`src/rtl/sa_output_deskew_if.sv`:
```
// Signals between the systolic array bottom row, the output collector and the
// downstream row consumer.
interface sa_output_deskew_if #(
    parameter int unsigned N  = 16,
    parameter int unsigned DW = 16
);
    logic [N*DW-1:0] psum_i;
    logic [N-1:0]    psum_vld_i;
    logic            array_en_o;
    logic            out_valid;
    logic            out_ready;
    logic [N*DW-1:0] out_data;
    logic            out_last;
    logic            err_o;

    modport slave (
        input  psum_i, psum_vld_i, out_ready,
        output array_en_o, out_valid, out_data, out_last, err_o
    );

    modport master (
        output psum_i, psum_vld_i, out_ready,
        input  array_en_o, out_valid, out_data, out_last, err_o
    );
endinterface

```
`src/rtl/sa_output_deskew.sv`:
```
// Realigns staggered bottom-row partial sums into full rows, buffers them in a
// small FIFO and stalls the array through array_en_o when the FIFO is full.
module sa_output_deskew #(
    parameter int unsigned N     = 16,
    parameter int unsigned DW    = 16,
    parameter int unsigned DEPTH = 4,
    parameter int unsigned ROWS  = 16
) (
    input logic               clk,
    input logic               rst_n,
    input logic               flush,
    sa_output_deskew_if.slave bus
);
    localparam int unsigned PW = $clog2(DEPTH);
    localparam int unsigned CW = PW + 1;
    localparam int unsigned RW = (ROWS > 1) ? $clog2(ROWS) : 1;

    logic [N-1:0]          aln_vld;
    logic [N-1:0][DW-1:0]  aln_data;
    logic [CW-1:0]         count_q, count_d;
    logic [PW-1:0]         wr_ptr_q, rd_ptr_q;
    logic [RW-1:0]         row_cnt_q;
    logic                  err_q;
    logic                  en, push, pop, partial, row_last;
    logic [N*DW-1:0]       mem_data [DEPTH];
    logic                  mem_last [DEPTH];

    assign en = (count_q != CW'(DEPTH));

    for (genvar j = 0; j < N; j++) begin : g_col
        if (j == N - 1) begin : g_nodly
            assign aln_vld[j]  = bus.psum_vld_i[j];
            assign aln_data[j] = bus.psum_i[j*DW +: DW];
        end else begin : g_dly
            localparam int unsigned L = N - 1 - j;
            logic [L-1:0]          vld_q;
            logic [L-1:0][DW-1:0]  dat_q;

            always_ff @(posedge clk or negedge rst_n) begin
                if (!rst_n) begin
                    vld_q <= '0;
                    dat_q <= '0;
                end else if (flush) begin
                    vld_q <= '0;
                    dat_q <= '0;
                end else if (en) begin
                    vld_q[0] <= bus.psum_vld_i[j];
                    dat_q[0] <= bus.psum_i[j*DW +: DW];
                    for (int unsigned k = 1; k < L; k++) begin
                        vld_q[k] <= vld_q[k-1];
                        dat_q[k] <= dat_q[k-1];
                    end
                end
            end

            assign aln_vld[j]  = vld_q[L-1];
            assign aln_data[j] = dat_q[L-1];
        end
    end

    assign row_last = (row_cnt_q == RW'(ROWS - 1));
    assign push     = en & (&aln_vld) & ~flush;
    assign partial  = en & (|aln_vld) & ~(&aln_vld);
    assign pop      = (count_q != '0) & bus.out_ready & ~flush;

    always_comb begin
        count_d = count_q;
        case ({push, pop})
            2'b10:   count_d = count_q + CW'(1);
            2'b01:   count_d = count_q - CW'(1);
            default: count_d = count_q;
        endcase
    end

    always_ff @(posedge clk or negedge rst_n) begin
        if (!rst_n) begin
            count_q   <= '0;
            wr_ptr_q  <= '0;
            rd_ptr_q  <= '0;
            row_cnt_q <= '0;
            err_q     <= 1'b0;
        end else if (flush) begin
            count_q   <= '0;
            wr_ptr_q  <= '0;
            rd_ptr_q  <= '0;
            row_cnt_q <= '0;
            err_q     <= 1'b0;
        end else begin
            count_q <= count_d;
            if (push) begin
                wr_ptr_q  <= wr_ptr_q + PW'(1);
                row_cnt_q <= row_last ? '0 : row_cnt_q + RW'(1);
            end
            if (pop) rd_ptr_q <= rd_ptr_q + PW'(1);
            if (partial) err_q <= 1'b1;
        end
    end

    // Storage needs no reset: outputs are masked whenever the FIFO is empty.
    always_ff @(posedge clk) begin
        if (push) begin
            mem_data[wr_ptr_q] <= aln_data;
            mem_last[wr_ptr_q] <= row_last;
        end
    end

    assign bus.array_en_o = en;
    assign bus.out_valid  = (count_q != '0);
    assign bus.out_data   = bus.out_valid ? mem_data[rd_ptr_q] : '0;
    assign bus.out_last   = bus.out_valid & mem_last[rd_ptr_q];
    assign bus.err_o      = err_q;
endmodule
```
`src/flat_wrapper.sv`:
```
// flat-port wrapper written by rule: the top's interface ports become plain ports
module sa_output_deskew_flat 
#(
    parameter int unsigned N     = 16,
    parameter int unsigned DW    = 16,
    parameter int unsigned DEPTH = 4,
    parameter int unsigned ROWS  = 16
)
  (clk, rst_n, flush, bus_psum_i, bus_psum_vld_i, bus_out_ready, bus_array_en_o, bus_out_valid, bus_out_data, bus_out_last, bus_err_o);
  sa_output_deskew_if #(.N(N), .DW(DW)) bus_i ();
  input logic clk;
  input logic rst_n;
  input logic flush;
  input wire logic [$bits(bus_i.psum_i)-1:0] bus_psum_i;
  input wire logic [$bits(bus_i.psum_vld_i)-1:0] bus_psum_vld_i;
  input wire logic [$bits(bus_i.out_ready)-1:0] bus_out_ready;
  output wire logic [$bits(bus_i.array_en_o)-1:0] bus_array_en_o;
  output wire logic [$bits(bus_i.out_valid)-1:0] bus_out_valid;
  output wire logic [$bits(bus_i.out_data)-1:0] bus_out_data;
  output wire logic [$bits(bus_i.out_last)-1:0] bus_out_last;
  output wire logic [$bits(bus_i.err_o)-1:0] bus_err_o;
  assign bus_i.psum_i = bus_psum_i;
  assign bus_i.psum_vld_i = bus_psum_vld_i;
  assign bus_i.out_ready = bus_out_ready;
  assign bus_array_en_o = bus_i.array_en_o;
  assign bus_out_valid = bus_i.out_valid;
  assign bus_out_data = bus_i.out_data;
  assign bus_out_last = bus_i.out_last;
  assign bus_err_o = bus_i.err_o;
  sa_output_deskew #(.N(N), .DW(DW), .DEPTH(DEPTH), .ROWS(ROWS)) u_core (.clk(clk), .rst_n(rst_n), .flush(flush), .bus(bus_i));
endmodule
```
`config.mk`:
```
export PLATFORM = sky130hd
export DESIGN_NAME = sa_output_deskew_flat
export DESIGN_NICKNAME = d
export VERILOG_FILES = /design/src/rtl/sa_output_deskew_if.sv /design/src/rtl/sa_output_deskew.sv /design/src/flat_wrapper.sv
export SDC_FILE = /design/constraint.sdc
export NUM_CORES = 2
export LEC_CHECK = 0
export ABC_AREA = 1
export BUFFER_PORTS_ARGS = -buffer_cell sky130_fd_sc_hd__buf_2
export CAP_MARGIN = 0
export CORE_MARGIN = 2
export CORE_UTILIZATION = 30
export CTS_BUF_LIST = sky130_fd_sc_hd__clkbuf_2
export CTS_CLUSTER_SIZE = 12
export DETAILED_ROUTE_END_ITERATION = 16
export GPL_ROUTABILITY_DRIVEN = 0
export MAX_ROUTING_LAYER = met4
export PLACE_DENSITY = 0.47
export SLEW_MARGIN = 15
export SYNTH_ARGS = -nofsm -noshare
export SYNTH_HDL_FRONTEND = slang
export SYNTH_SLANG_ARGS = --single-unit
```
`constraint.sdc`:
```
create_clock -name clk -period 38.6 [get_ports clk]
set_clock_uncertainty 0.05 [all_clocks]
set_input_delay 7.72 -clock clk [delete_from_list [all_inputs] [get_ports clk]]
set_output_delay 7.72 -clock clk [all_outputs]
set_load 0.01 [all_outputs]
```
# Yosys cells after proc, flatten, opt, wreduce, memory -nomap -nowiden
# Memories as Yosys holds them, arrays and structs flattened.
# Cells that the tools add are included.
# Widths: inputs -> output; s select.
dict set report word_totals {
  regBits 2052
  ram_bits 1028
  input_bits 276
  out_inout_bits 260
  elab_cells 242
  mem_count 2
}
# memory depth word_bits read_ports rd_ports_with_merged_regs write_ports line_no
set mem_list {}
lappend mem_list {u_core.mem_data 4 256 1 0 1 sa_output_deskew.sv:25} ;# logic [N*DW-1:0] mem_data [DEPTH];
lappend mem_list {u_core.mem_last 4 1 1 0 1 sa_output_deskew.sv:26} ;# logic mem_last [DEPTH];
dict set report classes {
  add_sub_neg 5
  n_eq_ne 4
  n_mux 74
  n_bitwise 9
  n_reduce_logical 8
}
# operator count
set op_table {}
lappend op_table {{$mux 240} 2}
lappend op_table {{$mux 224} 2}
lappend op_table {{$mux 208} 2}
lappend op_table {{$mux 192} 2}
lappend op_table {{$mux 176} 2}
lappend op_table {{$mux 160} 2}
lappend op_table {{$mux 144} 2}
lappend op_table {{$mux 128} 2}
lappend op_table {{$mux 256} 1}
lappend op_table {{$mux 112} 2}
lappend op_table {{$mux 96} 2}
lappend op_table {{$mux 80} 2}
lappend op_table {{$mux 64} 2}
lappend op_table {{$mux 48} 2}
lappend op_table {{$mux 32} 2}
lappend op_table {{$mux 16} 2}
lappend op_table {{$mux 15} 2}
lappend op_table {{$mux 14} 2}
lappend op_table {{$mux 13} 2}
lappend op_table {{$mux 12} 2}
lappend op_table {{$mux 11} 2}
lappend op_table {{$mux 10} 2}
lappend op_table {{$mux 4} 5}
lappend op_table {{$mux 9} 2}
lappend op_table {{other kinds (22)} 50}

# Depth between registers and ports, before layout
dict set report logic_depth {
  word_depth 6
  depth_mapped 14
}

# Worst setup path before layout
# OpenSTA, ideal clock, no wires.
dict set report synth_timing {
  path_kind {input to register}
  start {input bus_psum_vld_i[15]}
  end {memory u_core.mem_data[0][0] (netlist name) (enable)}
  setup_ns 0.881
  arrival_ns 18.988
  required_time_ns 37.669
  path_slack_ns 18.681
  cell_stages 6
  path_buffers 0
  path_cell_list {nand2_1 > nor2_1 > nand2_1 > nor2_1 > nand3_1 > nor2_1}
}
dict set report synth_between {
  elab_chain_len 5
}
# item line_no
set synth_rtl {}
lappend synth_rtl {{start: declaration} flat_wrapper.sv:15} ;# input wire logic [$bits(bus_i.psum_vld_i)-1:0] bus_psum_vld_i;
lappend synth_rtl {{$reduce_and 16->1} sa_output_deskew.sv:62} ;# assign push = en & (&aln_vld) & ~flush;
lappend synth_rtl {{$and 1x1->1 (2 in a row)} sa_output_deskew.sv:62}
lappend synth_rtl {{$mux 1} sa_output_deskew.sv:101} ;# if (push) begin
lappend synth_rtl {{$mux 1 (implied by the code)} sa_output_deskew.sv:102} ;# mem_data[wr_ptr_q] <= aln_data;
lappend synth_rtl {{end: declaration} sa_output_deskew.sv:25}
# Every way passes these cells.

# Worst setup path after layout
dict set report layout_timing {
  start {register u_core.rd_ptr_q[0]}
  end {output bus_out_data[73]}
}
dict set report layout_between {
  elab_chain_len 2
}
# item line_no
set layout_rtl {}
lappend layout_rtl {{start: declaration} sa_output_deskew.sv:21} ;# logic [PW-1:0] wr_ptr_q, rd_ptr_q;
lappend layout_rtl {{start signal: assignment} sa_output_deskew.sv:94} ;# if (pop) rd_ptr_q <= rd_ptr_q + PW'(1);
lappend layout_rtl {{$mem_v2 4x256} -}
lappend layout_rtl {{$mux 256} sa_output_deskew.sv:109} ;# assign bus.out_data = bus.out_valid ? mem_data[rd_ptr_q] : '0;
lappend layout_rtl {{end: declaration} flat_wrapper.sv:19} ;# output wire logic [$bits(bus_i.out_data)-1:0] bus_out_data;
# Every way passes these cells.

==> impl_metrics.ini <==
[sta]
finalHoldViolations = 0
period_needed_ns = 14.23
setup_tns_ns = 0
setup_violations = 0
slew_violations = 0
worst_pin_slew_ns = 1.319
max_freq_ghz = 0.07027
finalCritPeriodShare = 0.3687
rsz0062_at_grt = false
slew-limit-headroom = 0.1208

[worst_setup_path]
cp_slowest_cell = buf_4
endpoint = bus_out_data[73]
r2r_start = u_core.count_q[2]
crit_top_cell = buf_4
rr_endpoint = u_core.g_col[7].g_dly.dat_q[35]
r2r_cells = 7
arrival_ns = 6.46
critPathMaxStageDelay_ns = 0.91
crit_chain = inv_8 > buf_4 > buf_4 > o21ai_0 > a21oi_1 > buf_2
crit_start = u_core.rd_ptr_q[0]
setup.worst_path.class = reg -> out
required_ns = 30.83
critPathLaunchType = flip-flop
r2r_setup_slack_ns = 32.97
cp-end-kind = output pin
crit_fanout = 122

[yosys]
ys_top_cells_by_area = dfrtp_1, edfxtp_1, o21ai_0, nand3_1, inv_1
syn_inst = 11983
synthArstFlopShare = 0.6662
synthesis.nets = 12265
synthTopCellsByCount = o21ai_0, inv_1, dfrtp_1
ys_ff_latch = 3080
post-synth-top-count-cell = o21ai_0
synth_edf_count = 1028
synth_flop_cell = dfrtp_1
yosysTopAreaCellShare = 0.4199
yosysSeqAreaShare = 0.6724
syn-cell-area_um2 = 122300
synth_area_per_cell_um2 = 10.20
yosys_warnings = 0
ys_types = 23
yosysTopAreaCell = dfrtp_1

[routing]
drc = 0
drt-initial-drc-count = 6219
antenna_left = 0
via_per_inst = 4.531
vias = 84912
routed_wl_mm = 320.9
routedWlPerCell_um = 17.12
firstDrtPassIters = 8

[pwr]
p_per_area_nw_per_um2 = 43.61
comb_power_share = 0.026
ir_drop_mv = 0.02733
pwr-share-seq = 0.571
sw_frac_of_total = 0.2628
p_int_w = 0.004415
p_leak_nw = 55.26
power.share.clock = 0.403
p_sw_w = 0.001574

[clock_network]
tritoncts = built
htreeDepth = 6
cts_resized = 0
root_buffer = clkbuf_2
cts_setup_buffers = 0
clk_path_buf_depth = 4
clk_latency_ns = 2.14
numCtsBuffers = 827
clkTransAtPathRegs_ns = 0.11
cts_num_sinks = 3080
postCtsHoldBufs = 0

[layout]
area_growth_pct = 12.30
instances_no_fill = 18741
fin_nets = 12878
layout-drive-gt1-share = 0.1559

[placement]
dpl.cell_count = 17195
io_buffers = 535
dp_hpwl_mm = 170.3

[floorplanning]
fp.dieW_um = 642.5
die_h_um = 642.5
start_util = 0.3011
pin_count = 536
row_count = 234
core-area_um2 = 406100
dieArea_um2 = 412700

[outcome]
status = finished clean

[flow_run]
cap_violations = 0

[global_route]
grt_use_total = 0.1570
antenna_found_initial = 35
grt_pass1_vias = 86181
grt_first_pass_wirelength_mm = 506.6
grt_max_degree = 247
gr-total-overflow = 0

[hold_path]
hold_path_class = reg -> reg
logic make-up (layout without fill, tap and decap cells):
family                     after synthesis  in the layout  share of synthesized area
and+or+nand+nor                       3135           3135                     0.1174
AOI/OAI and AO/OA                     2824           2824                     0.1156
DFF                                   3080           3080                     0.6724
other                                    0             33                          0
buffers and inverters                 2936           4233                    0.09377
xor gates and xnor gates                 2              2                  0.0001433
adders and majority gates                6              6                  0.0006753
registers in the layout, indices dropped and copies added, names as in the netlist:
signal,count
u_core.g_col.g_dly.dat_q,1696
u_core.mem_data,1024
u_core.aln_data,224
u_core.g_col.g_dly.vld_q,120
u_core.mem_last,4
u_core.row_cnt_q,4
u_core.count_q,3
u_core.rd_ptr_q,2
u_core.wr_ptr_q,2
u_core.bus.err_o,1
final cells by class:
cell class | count | area, um^2
Antenna cell | 33 | 82.58
Clock buffer | 1318 | 6596
Clock inverter | 195 | 1318
Fill cell | 42078 | 268800
Inverter | 2057 | 7751
Multi-Input combinational cell | 5967 | 28640
Sequential cell | 3080 | 82230
Tap cell | 5428 | 6792
Timing Repair Buffer | 663 | 3916
power by group through the flow:
stage	clock (W)	sequential [W]	combinational, W
global route	0.00272	0.00342	0.000180
floorplan	0	0.00348	0.0000685
finish	0.00242	0.00342	0.000155
detailed placement	0	0.00349	0.000161
global placement	0	0.00349	0.000161
CTS	0.00255	0.00342	0.000162
worst min path at each step:
stage                                                from  cells after the start                                to  slack [ns]
after global routing      u_core.g_col[12].g_dly.dat_q[9]                      2  u_core.g_col[12].g_dly.dat_q[25]        0.35
after CTS                 u_core.g_col[3].g_dly.dat_q[51]                      2   u_core.g_col[3].g_dly.dat_q[67]        0.32
after global placement                   u_core.bus.err_o                      1                  u_core.bus.err_o        0.42
final                     u_core.g_col[7].g_dly.dat_q[36]                      2   u_core.g_col[7].g_dly.dat_q[52]        0.36
after floorplan                        u_core.aln_data[0]                      0             u_core.mem_data[0][0]        0.43
after detailed placement                 u_core.bus.err_o                      1                  u_core.bus.err_o        0.44
through the flow:
| step | cell area, um^2 | hold WS, ns | setup slack [ns] | utilization | power [W] |
|---|---|---|---|---|---|
| after floorplan | 122300 | 0.4260 | 18.68 | - | 0.003548 |
| after global placement | 129300 | 0.4231 | 24.72 | 0.3185 | 0.003648 |
| after detailed placement | 129300 | 0.4363 | 24.69 | 0.3185 | 0.003648 |
| after CTS | 137200 | 0.3184 | 23.72 | 0.3380 | 0.006133 |
| after global routing | 137300 | 0.3544 | 23.73 | 0.3381 | 0.006324 |
| final | 137300 | 0.3569 | 24.37 | 0.3382 | 0.005989 |
cells in the final DEF, fill, tap and decap left out:
master and instances:
nand2_1 32, nand2_4 1, o21a_1 1, fa_1 1
buf_4 107, dfrtp_1 2050, clkinv_1 121, inv_12 4
nor2_4 4, clkbuf_2 1318, clkinv_8 9, ha_1 5
buf_12 22, clkinv_4 8, clkinvlp_4 2, nor2_2 2
nand2_2 1, bufinv_16 8, inv_6 14, o31ai_1 1
o21ai_0 2561, nor2_1 1039, nand4_1 6, nand3_1 2049
buf_2 534, dfrtp_4 2, inv_1 2053, xnor2_1 2
nand3_4 1, inv_2 3, diode_2 33, inv_8 14
clkinv_2 16, a21oi_1 261, edfxtp_1 1028
layer usage:
metal	wire [um]	track usage	up-vias
li1	-	-	41377
met1	147200	0.2058	41186
met2	147500	0.2404	1752
met3	15100	0.02899	597
met4	11050	0.06282	0
met5	0	-	-
critical path: cells and delay by family, from the launching register on:
kind | cells | cell delay (ns)
buffers and inverters | 4 | 2.60
flip-flops | 1 | 0.80
AO/OA/AOI/OAI | 2 | 0.78
Power figures use the tool's default switching activity.
